<file path="src/rtl/mem_io_arbiter.sv">
// Two-port arbiter that shares the data-memory / IO path between the CPU (port 0)
// and the UART loader (port 1), decodes memory vs IO and absorbs BRAM read latency.
module mem_io_arbiter #(
  parameter int MEM_LAT     = 1,
  parameter int LOADER_PRIO = 0
) (
  input  logic        clk_i,
  input  logic        rst_n_i,
  input  logic        cpu_req_i,
  input  logic        cpu_we_i,
  input  logic [13:0] cpu_addr_i,
  input  logic [31:0] cpu_wdata_i,
  output logic        cpu_ack_o,
  output logic [31:0] cpu_rdata_o,
  input  logic        ld_req_i,
  input  logic        ld_we_i,
  input  logic [13:0] ld_addr_i,
  input  logic [31:0] ld_wdata_i,
  output logic        ld_ack_o,
  output logic [31:0] ld_rdata_o,
  output logic        mem_en_o,
  output logic        mem_we_o,
  output logic [13:0] mem_addr_o,
  output logic [31:0] mem_wdata_o,
  input  logic [31:0] mem_rdata_i,
  input  logic [15:0] io_rdata_i,
  output logic [31:0] io_wdata_o,
  output logic        switch_cs_o,
  output logic        tube_cs_o,
  output logic        busy_o,
  output logic [1:0]  dbg_state_o
);

  // Handshake: a requester raises req with stable we/addr/wdata and holds it until
  // its one-cycle ack; req still high in the IDLE cycle after ack is a new request.
  typedef enum logic [1:0] {IDLE = 2'd0, ACCESS = 2'd1, WAIT = 2'd2, RESP = 2'd3} state_t;

  localparam logic [1:0] LAST_WAIT = 2'(MEM_LAT - 1);

  state_t      state;
  logic        last_ld;
  logic        lat_ld;
  logic        lat_we;
  logic        lat_mem;
  logic        lat_sw;
  logic [1:0]  wait_cnt;

  logic        grant_ld;
  logic        sel_we;
  logic [13:0] sel_addr;
  logic [31:0] sel_wdata;
  logic        sel_io;
  logic        sel_sw;
  logic        sel_tube;
  logic        finish;
  logic [31:0] finish_data;

  always_comb begin
    grant_ld = ld_req_i;
    if (cpu_req_i && ld_req_i) begin
      grant_ld = (LOADER_PRIO != 0) ? 1'b1 : !last_ld;
    end
    sel_we    = grant_ld ? ld_we_i    : cpu_we_i;
    sel_addr  = grant_ld ? ld_addr_i  : cpu_addr_i;
    sel_wdata = grant_ld ? ld_wdata_i : cpu_wdata_i;
    sel_io    = (sel_addr[13:8] == 6'h3F);
    // Switch is read-only and tube is write-only; anything else in IO space is a no-op.
    sel_sw    = sel_io && (sel_addr[7:4] == 4'h6) && !sel_we;
    sel_tube  = sel_io && (sel_addr[7:4] == 4'h7) && sel_we;
  end

  always_comb begin
    finish      = 1'b0;
    finish_data = 32'h0;
    if (state == ACCESS && !(lat_mem && !lat_we)) begin
      finish      = 1'b1;
      finish_data = lat_sw ? {{16{io_rdata_i[15]}}, io_rdata_i} : 32'h0;
    end else if (state == WAIT && wait_cnt == LAST_WAIT) begin
      finish      = 1'b1;
      finish_data = mem_rdata_i;
    end
  end

  always_ff @(posedge clk_i or negedge rst_n_i) begin
    if (!rst_n_i) begin
      state       <= IDLE;
      last_ld     <= 1'b1;
      lat_ld      <= 1'b0;
      lat_we      <= 1'b0;
      lat_mem     <= 1'b0;
      lat_sw      <= 1'b0;
      wait_cnt    <= 2'd0;
      mem_en_o    <= 1'b0;
      mem_we_o    <= 1'b0;
      mem_addr_o  <= 14'h0;
      mem_wdata_o <= 32'h0;
      io_wdata_o  <= 32'h0;
      switch_cs_o <= 1'b0;
      tube_cs_o   <= 1'b0;
      cpu_ack_o   <= 1'b0;
      ld_ack_o    <= 1'b0;
      cpu_rdata_o <= 32'h0;
      ld_rdata_o  <= 32'h0;
    end else begin
      mem_en_o    <= 1'b0;
      mem_we_o    <= 1'b0;
      switch_cs_o <= 1'b0;
      tube_cs_o   <= 1'b0;
      cpu_ack_o   <= 1'b0;
      ld_ack_o    <= 1'b0;
      cpu_rdata_o <= 32'h0;
      ld_rdata_o  <= 32'h0;
      case (state)
        IDLE: begin
          if (cpu_req_i || ld_req_i) begin
            state   <= ACCESS;
            last_ld <= grant_ld;
            lat_ld  <= grant_ld;
            lat_we  <= sel_we;
            lat_mem <= !sel_io;
            lat_sw  <= sel_sw;
            // Strobes are set here so they are high exactly during ACCESS.
            if (!sel_io) begin
              mem_en_o    <= 1'b1;
              mem_we_o    <= sel_we;
              mem_addr_o  <= sel_addr;
              mem_wdata_o <= sel_wdata;
            end else begin
              switch_cs_o <= sel_sw;
              tube_cs_o   <= sel_tube;
              io_wdata_o  <= sel_wdata;
            end
          end
        end
        ACCESS: begin
          if (lat_mem && !lat_we) begin
            state    <= WAIT;
            wait_cnt <= 2'd0;
          end else begin
            state <= RESP;
          end
        end
        WAIT: begin
          if (wait_cnt == LAST_WAIT) begin
            state <= RESP;
          end else begin
            wait_cnt <= wait_cnt + 2'd1;
          end
        end
        RESP: state <= IDLE;
        default: state <= IDLE;
      endcase
      if (finish) begin
        cpu_ack_o   <= !lat_ld;
        ld_ack_o    <= lat_ld;
        cpu_rdata_o <= lat_ld ? 32'h0 : finish_data;
        ld_rdata_o  <= lat_ld ? finish_data : 32'h0;
      end
    end
  end

  assign busy_o      = (state != IDLE);
  assign dbg_state_o = state;

endmodule

</file>
<file path="config.mk">
export PLATFORM = sky130hd
export DESIGN_NAME = mem_io_arbiter
export DESIGN_NICKNAME = d
export VERILOG_FILES = /design/src/rtl/mem_io_arbiter.sv
export SDC_FILE = /design/constraint.sdc
export NUM_CORES = 1
export LEC_CHECK = 0
export BUFFER_PORTS_ARGS = -buffer_cell sky130_fd_sc_hd__buf_4
export CORE_MARGIN = 2
export CORE_UTILIZATION = 48
export CTS_CLUSTER_DIAMETER = 80
export DETAILED_ROUTE_END_ITERATION = 8
export HOLD_SLACK_MARGIN = 0.1
export PLACE_DENSITY = 0.81
export SLEW_MARGIN = 20
export SYNTH_ARGS = -nofsm -noshare
export SYNTH_HDL_FRONTEND = slang
export SYNTH_SLANG_ARGS = --single-unit
</file>
<file path="constraint.sdc">
create_clock -name clk_i -period 2.8 [get_ports clk_i]
set_clock_uncertainty 0.2 [all_clocks]
set_input_delay 0.28 -clock clk_i [delete_from_list [all_inputs] [get_ports clk_i]]
set_output_delay 0.28 -clock clk_i [all_outputs]
set_load 0.05 [all_outputs]
</file>
# == Word level (Yosys, flattened, before mapping) ==
# Index checks and enable logic that the tools add are counted.
# Widths: inputs -> output; s select.
# word_totals
reg_bits,157
inputBits,146
out_inout_bits,151
wordCells,88
# op_classes
n_addsub,1
n_eq_ne,10
muxes,34
bitwise,1
n_reduce_logical,24
# op_table
op,count
$mux 32,8
$mux 1,19
$mux 14,1
$reduce_and 3->1,3
$eq 4x3->1 const B,2
$logic_and 1x1->1,8
$mux 2,4
$pmux 2 s4,1
$eq 6x6->1 const B,1
$logic_not 1->1,6
$eq 2x2->1 const B,2
$logic_not 2->1,2
$ne 2x1->1 const B,2
$ne 2x2->1 const B,2
$pmux 2 s2,1
$reduce_and 2->1,2
$reduce_bool 2->1,2
$add 2x1->2 const B,1
$eq 2x1->1 const B,1
$logic_or 1x1->1,1
$not 1->1,1

# == Depth between registers and ports, before layout ==
# depth
word_depth,9
mapped_depth,8
mapped_depth_nobuf,6

# == Least setup slack after synthesis ==
# OpenSTA, ideal clock, no wires.
# synth_path
path_type,flip-flop to flip-flop
from,register state[0] (netlist: dbg_state_o[0])
to,register io_wdata_o[10]
setup_ns,0.125
t_arrival_ns,2.391
required_ns,2.475
path_slack_ns,0.084
stages_incl_launch_ff,8
path_buffers,1
synth_period_minus_slack_ns,2.716
cell_sequence,dfrtp_1 > inv_1 > ha_1 > inv_1 > nor2_1 > a31oi_2 > buf_4 > mux2_2
# synth_via
elab_chain_len,2
# synth_rtl
item,line,text
from (decl),40,state_t state;
from (signal assigned),86,state <= IDLE;
from (signal assigned),116,state <= ACCESS;
from (signal assigned),137,state <= WAIT;
$logic_not 2->1,113,case (state)
$reduce_and 3->1 (no source line),-,
to (signal assigned),131,io_wdata_o <= sel_wdata;
to (decl),27,"output logic [31:0] io_wdata_o,"
# Every way passes these cells.
# A chain may end at the register's enable or synchronous reset.

# == Worst setup path in the final report ==
# layout_path
from,input port cpu_req_i
to,register mem_addr_o[12]
# layout_via
elab_chain_len,6
word_cells_on_any_way,7
classes_between,1 x eq/ne; 2 x mux; 1 x bitwise; 3 x reduce/logical
# layout_rtl
item,line,text
from (decl),9,"input logic cpu_req_i,"
$logic_and 1x1->1,60,if (cpu_req_i && ld_req_i) begin
$mux 1,60,
$mux 14,64,sel_addr = grant_ld ? ld_addr_i : cpu_addr_i;
$eq 6x6->1,66,sel_io = (sel_addr[13:8] == 6'h3F);
$not 1->1 (no source line),-,
$reduce_and 3->1 (no source line),-,
to (signal assigned),126,mem_addr_o <= sel_addr;
to (decl),23,"output logic [13:0] mem_addr_o,"
# Parallel ways exist; a longest one is shown, timed or not.

==> impl_metrics.py <==
metrics = {
    "clock_tree": {
        "numCtsBuffers": 17,
        "cts.sinks": 157,
        "cts-root-buf": "clkbuf_16",
        "cts-htree-levels": 4,
        "cts.reportedPaths.clkPinSlew_ps": 60,
        "cts_tree": "yes",
        "clkLatencyLatePin_ps": 410,
        "cts_max_path_buffers": 2,
    },
    "power": {
        "p_leak_nw": 5.60,
        "pwr-share-comb": 0.540,
        "ir_worst_vdd_mv": 0.623,
        "p_switching_w": 0.00575,
        "power_w": 0.0124,
        "p_int_w": 0.00665,
        "p_seq_frac": 0.280,
        "swShare": 0.464,
        "clkPwrFrac": 0.180,
        "powerDensity_nw_per_um2": 1100,
    },
    "routing": {
        "top_layer": "met4",
        "dr_wl_met3_um": 1840,
        "drt_wl_total_um": 22600,
        "drc": 0,
        "vias": 6107,
        "via_per_inst": 5.27,
        "drtIter0Drc": 521,
        "ant_nets": 0,
        "wl_met2_um": 11700,
        "drt-met1-wl_um": 8130,
        "routedWlPerCell_um": 19.5,
        "firstDrtPassIters": 7,
    },
    "run_status": {
        "status": "finished, final reports clean",
    },
    "floorplan": {
        "fp.dieArea_um2": 15100,
        "pin_count": 297,
        "fp-row-count": 43,
        "initial_core_util": 0.489,
        "die_x_um": 123,
        "core_area_um2": 13800,
        "fp.dieH_um": 123,
    },
    "timing": {
        "setup_tns_ps": 0,
        "clock.fmax_ghz": 0.383,
        "layout_min_cycle_time_ps": 2610,
        "rsz0062_at_grt": "no",
        "max_slew_margin": 0.279,
        "post-route-period-util": 0.932,
        "final_hold_viol_count": 0,
        "slew_violations": 0,
        "setup_viol_count_final": 0,
        "worst_pin_slew_ps": 1080,
        "holdWs_ps": 111,
    },
    "synth": {
        "synthCells": 527,
        "ys_async_sr_fraction": 1.00,
        "synth_area_um2": 6760,
        "yosysWarnings": 0,
        "synth_commonest_cells": "156 x dfrtp_1, 111 x mux2_2, 60 x nand2_1, 34 x a211oi_1, 22 x mux2i_1",
        "synth_area_per_cell_um2": 12.8,
        "synth_edf_count": 0,
        "synth.distinct_cells": 37,
        "synthTopCellsByArea": "dfrtp_1 58%, mux2_2 18%, a211oi_1 3.8%, nand2_1 3.3%, mux2i_1 3.3%",
        "synth_top_cell_by_area": "dfrtp_1",
        "ys_ff_latch": 157,
        "synth_top_flop_cell": "dfrtp_1",
        "synth_seq_area_share": 0.581,
        "syn-num-nets": 677,
        "yosysMostFrequentCell": "dfrtp_1",
        "synth_top_area_frac": 0.577,
    },
    "grt": {
        "grt_max_degree": 67,
        "antenna_found_initial": 0,
        "grt_pass1_wl_um": 34400,
        "grt.overflow.total": 0,
        "grt_util_all_layers": 0.303,
        "grt_pass1_vias": 6572,
    },
    "worst_hold_path": {
        "hp-class": "input pin to flop",
    },
    "cells_and_area": {
        "nFillCells": 703,
        "multiInputGateArea_um2": 2630,
        "fin_nets": 1116,
        "final_cells": 1159,
        "antennaDiodeCount": 0,
        "drive_gt1_frac": 0.473,
        "area_delta_synth_final_pct": 66.2,
        "regArea_um2": 3930,
    },
    "setup_path": {
        "worstPathArrival_ps": 2710,
        "worst-setup-path-type": "input pin to flop",
        "cp.required_ps": 2900,
        "path_max_fanout": 48,
        "endpoint_kind": "flop",
        "start_kind": "input pin",
    },
    "placement": {
        "place_congestion": 0.892,
        "placedCellCount": 982,
        "io_buffers": 296,
        "dp_hpwl_um": 13400,
    },
    "job": {
        "timing.max_cap.violations": 0,
    },
}
state kept, by name, indices dropped and copies added (netlist names):
| signal | cells |
|---|---|
| lat_mem | 1 |
| cpu_ack_o | 1 |
| mem_we_o | 1 |
| tube_cs_o | 1 |
| lat_sw | 1 |
| io_wdata_o | 32 |
| ld_ack_o | 1 |
| cpu_rdata_o | 32 |
| ld_rdata_o | 32 |
| dbg_state_o | 2 |
| lat_ld | 1 |
| mem_en_o | 1 |
| mem_addr_o | 14 |
| lat_we | 1 |
| mem_wdata_o | 32 |
| switch_cs_o | 1 |
| wait_cnt | 2 |
| last_ld | 1 |
critical path, stage by stage:
cell,delay (ps)
dlygate4sd3_1,550
buf_4,170
a21boi_4,280
buf_6,440
nand4_1,170
a31oi_1,200
a31oi_1,60
dlygate4sd3_1,570
metrics by stage:
step                      cell area, µm²  setup WS (ps)   util
final                              11200            190  0.813
after global routing               11200           97.9  0.813
after CTS                          11200           60.8  0.810
after detailed placement            9190            123  0.665
after global placement              9190            263  0.665
after floorplan                     6760           84.3      -
layout by cell type, fill, tap and decap left out, types with 2 or more instances in the layout:
cell type      count
buf_6              2
inv_1             11
a31oi_1            5
o21ai_0            6
a21o_1             3
dfrtp_1          156
mux2_1             2
clkbuf_8           4
mux2_2           111
clkbuf_1           2
clkinv_2           3
nor4_1             2
nor3_1             2
nor2_1             9
a211oi_1          34
nand4_1            3
nor2b_1           15
clkbuf_16         17
dlygate4sd3_1    144
clkinvlp_4         3
buf_4            307
ha_1               4
mux2i_1           22
a22oi_1            3
buf_12             2
nand2_1           60
and2_1            17
nand3_1            4
a21oi_1            4
a2bb2oi_1          4
routing by layer:
| metal | vias up | track usage |
|---|---|---|
| li1 | 2729 | - |
| met1 | 2955 | 0.337 |
| met2 | 344 | 0.537 |
| met3 | 79 | 0.0785 |
| met4 | 0 | 0.145 |
| met5 | - | 0 |
cell families after synthesis:
logic type      Yosys count  synth area share
flops                   157             0.581
fa+ha+maj                 4           0.00740
compound gates           68            0.0748
buf+inv                  47            0.0346
simple gates            116            0.0812
mux                     135             0.221
power groups by stage:
stage	clock, W	sequential [W]	combinational [W]
after floorplan	0	0.00593	0.00179
after global placement	0	0.00342	0.00618
after detailed placement	0	0.00345	0.00629
after CTS	0.00224	0.00342	0.00659
after global routing	0.00236	0.00354	0.00699
final	0.00223	0.00348	0.00670
worst paths after layout:
check	startpoint	to	slack, ps	cells past startpoint
max in group asynchronous	rst_n_i	last_ld	1360	3
max	cpu_req_i	mem_addr_o[12]	190	8
min reg2reg	lat_mem	lat_mem	290	1
max reg2reg	dbg_state_o[0]	ld_rdata_o[10]	260	8
min	io_rdata_i[9]	cpu_rdata_o[9]	110	4
min in group asynchronous	rst_n_i	mem_addr_o[0]	210	2
timing repair:
action                                  CTS  global route
setup buffers                             0             0
hold buffers                            144             0
resized for setup                         0             2
endpoints found under the setup margin    0            19
endpoints found under the hold margin   208             0
final cells by class:
type                    instances  share of cell area
repair buffers                456               0.341
flip-flops and latches        157               0.350
clock buffers                  23              0.0434
multi-input cells             323               0.234
clock inverters                 9             0.00757
inverters                      11             0.00367
well taps                     180              0.0200
Note: power is estimated with default switching activity, not from simulation.
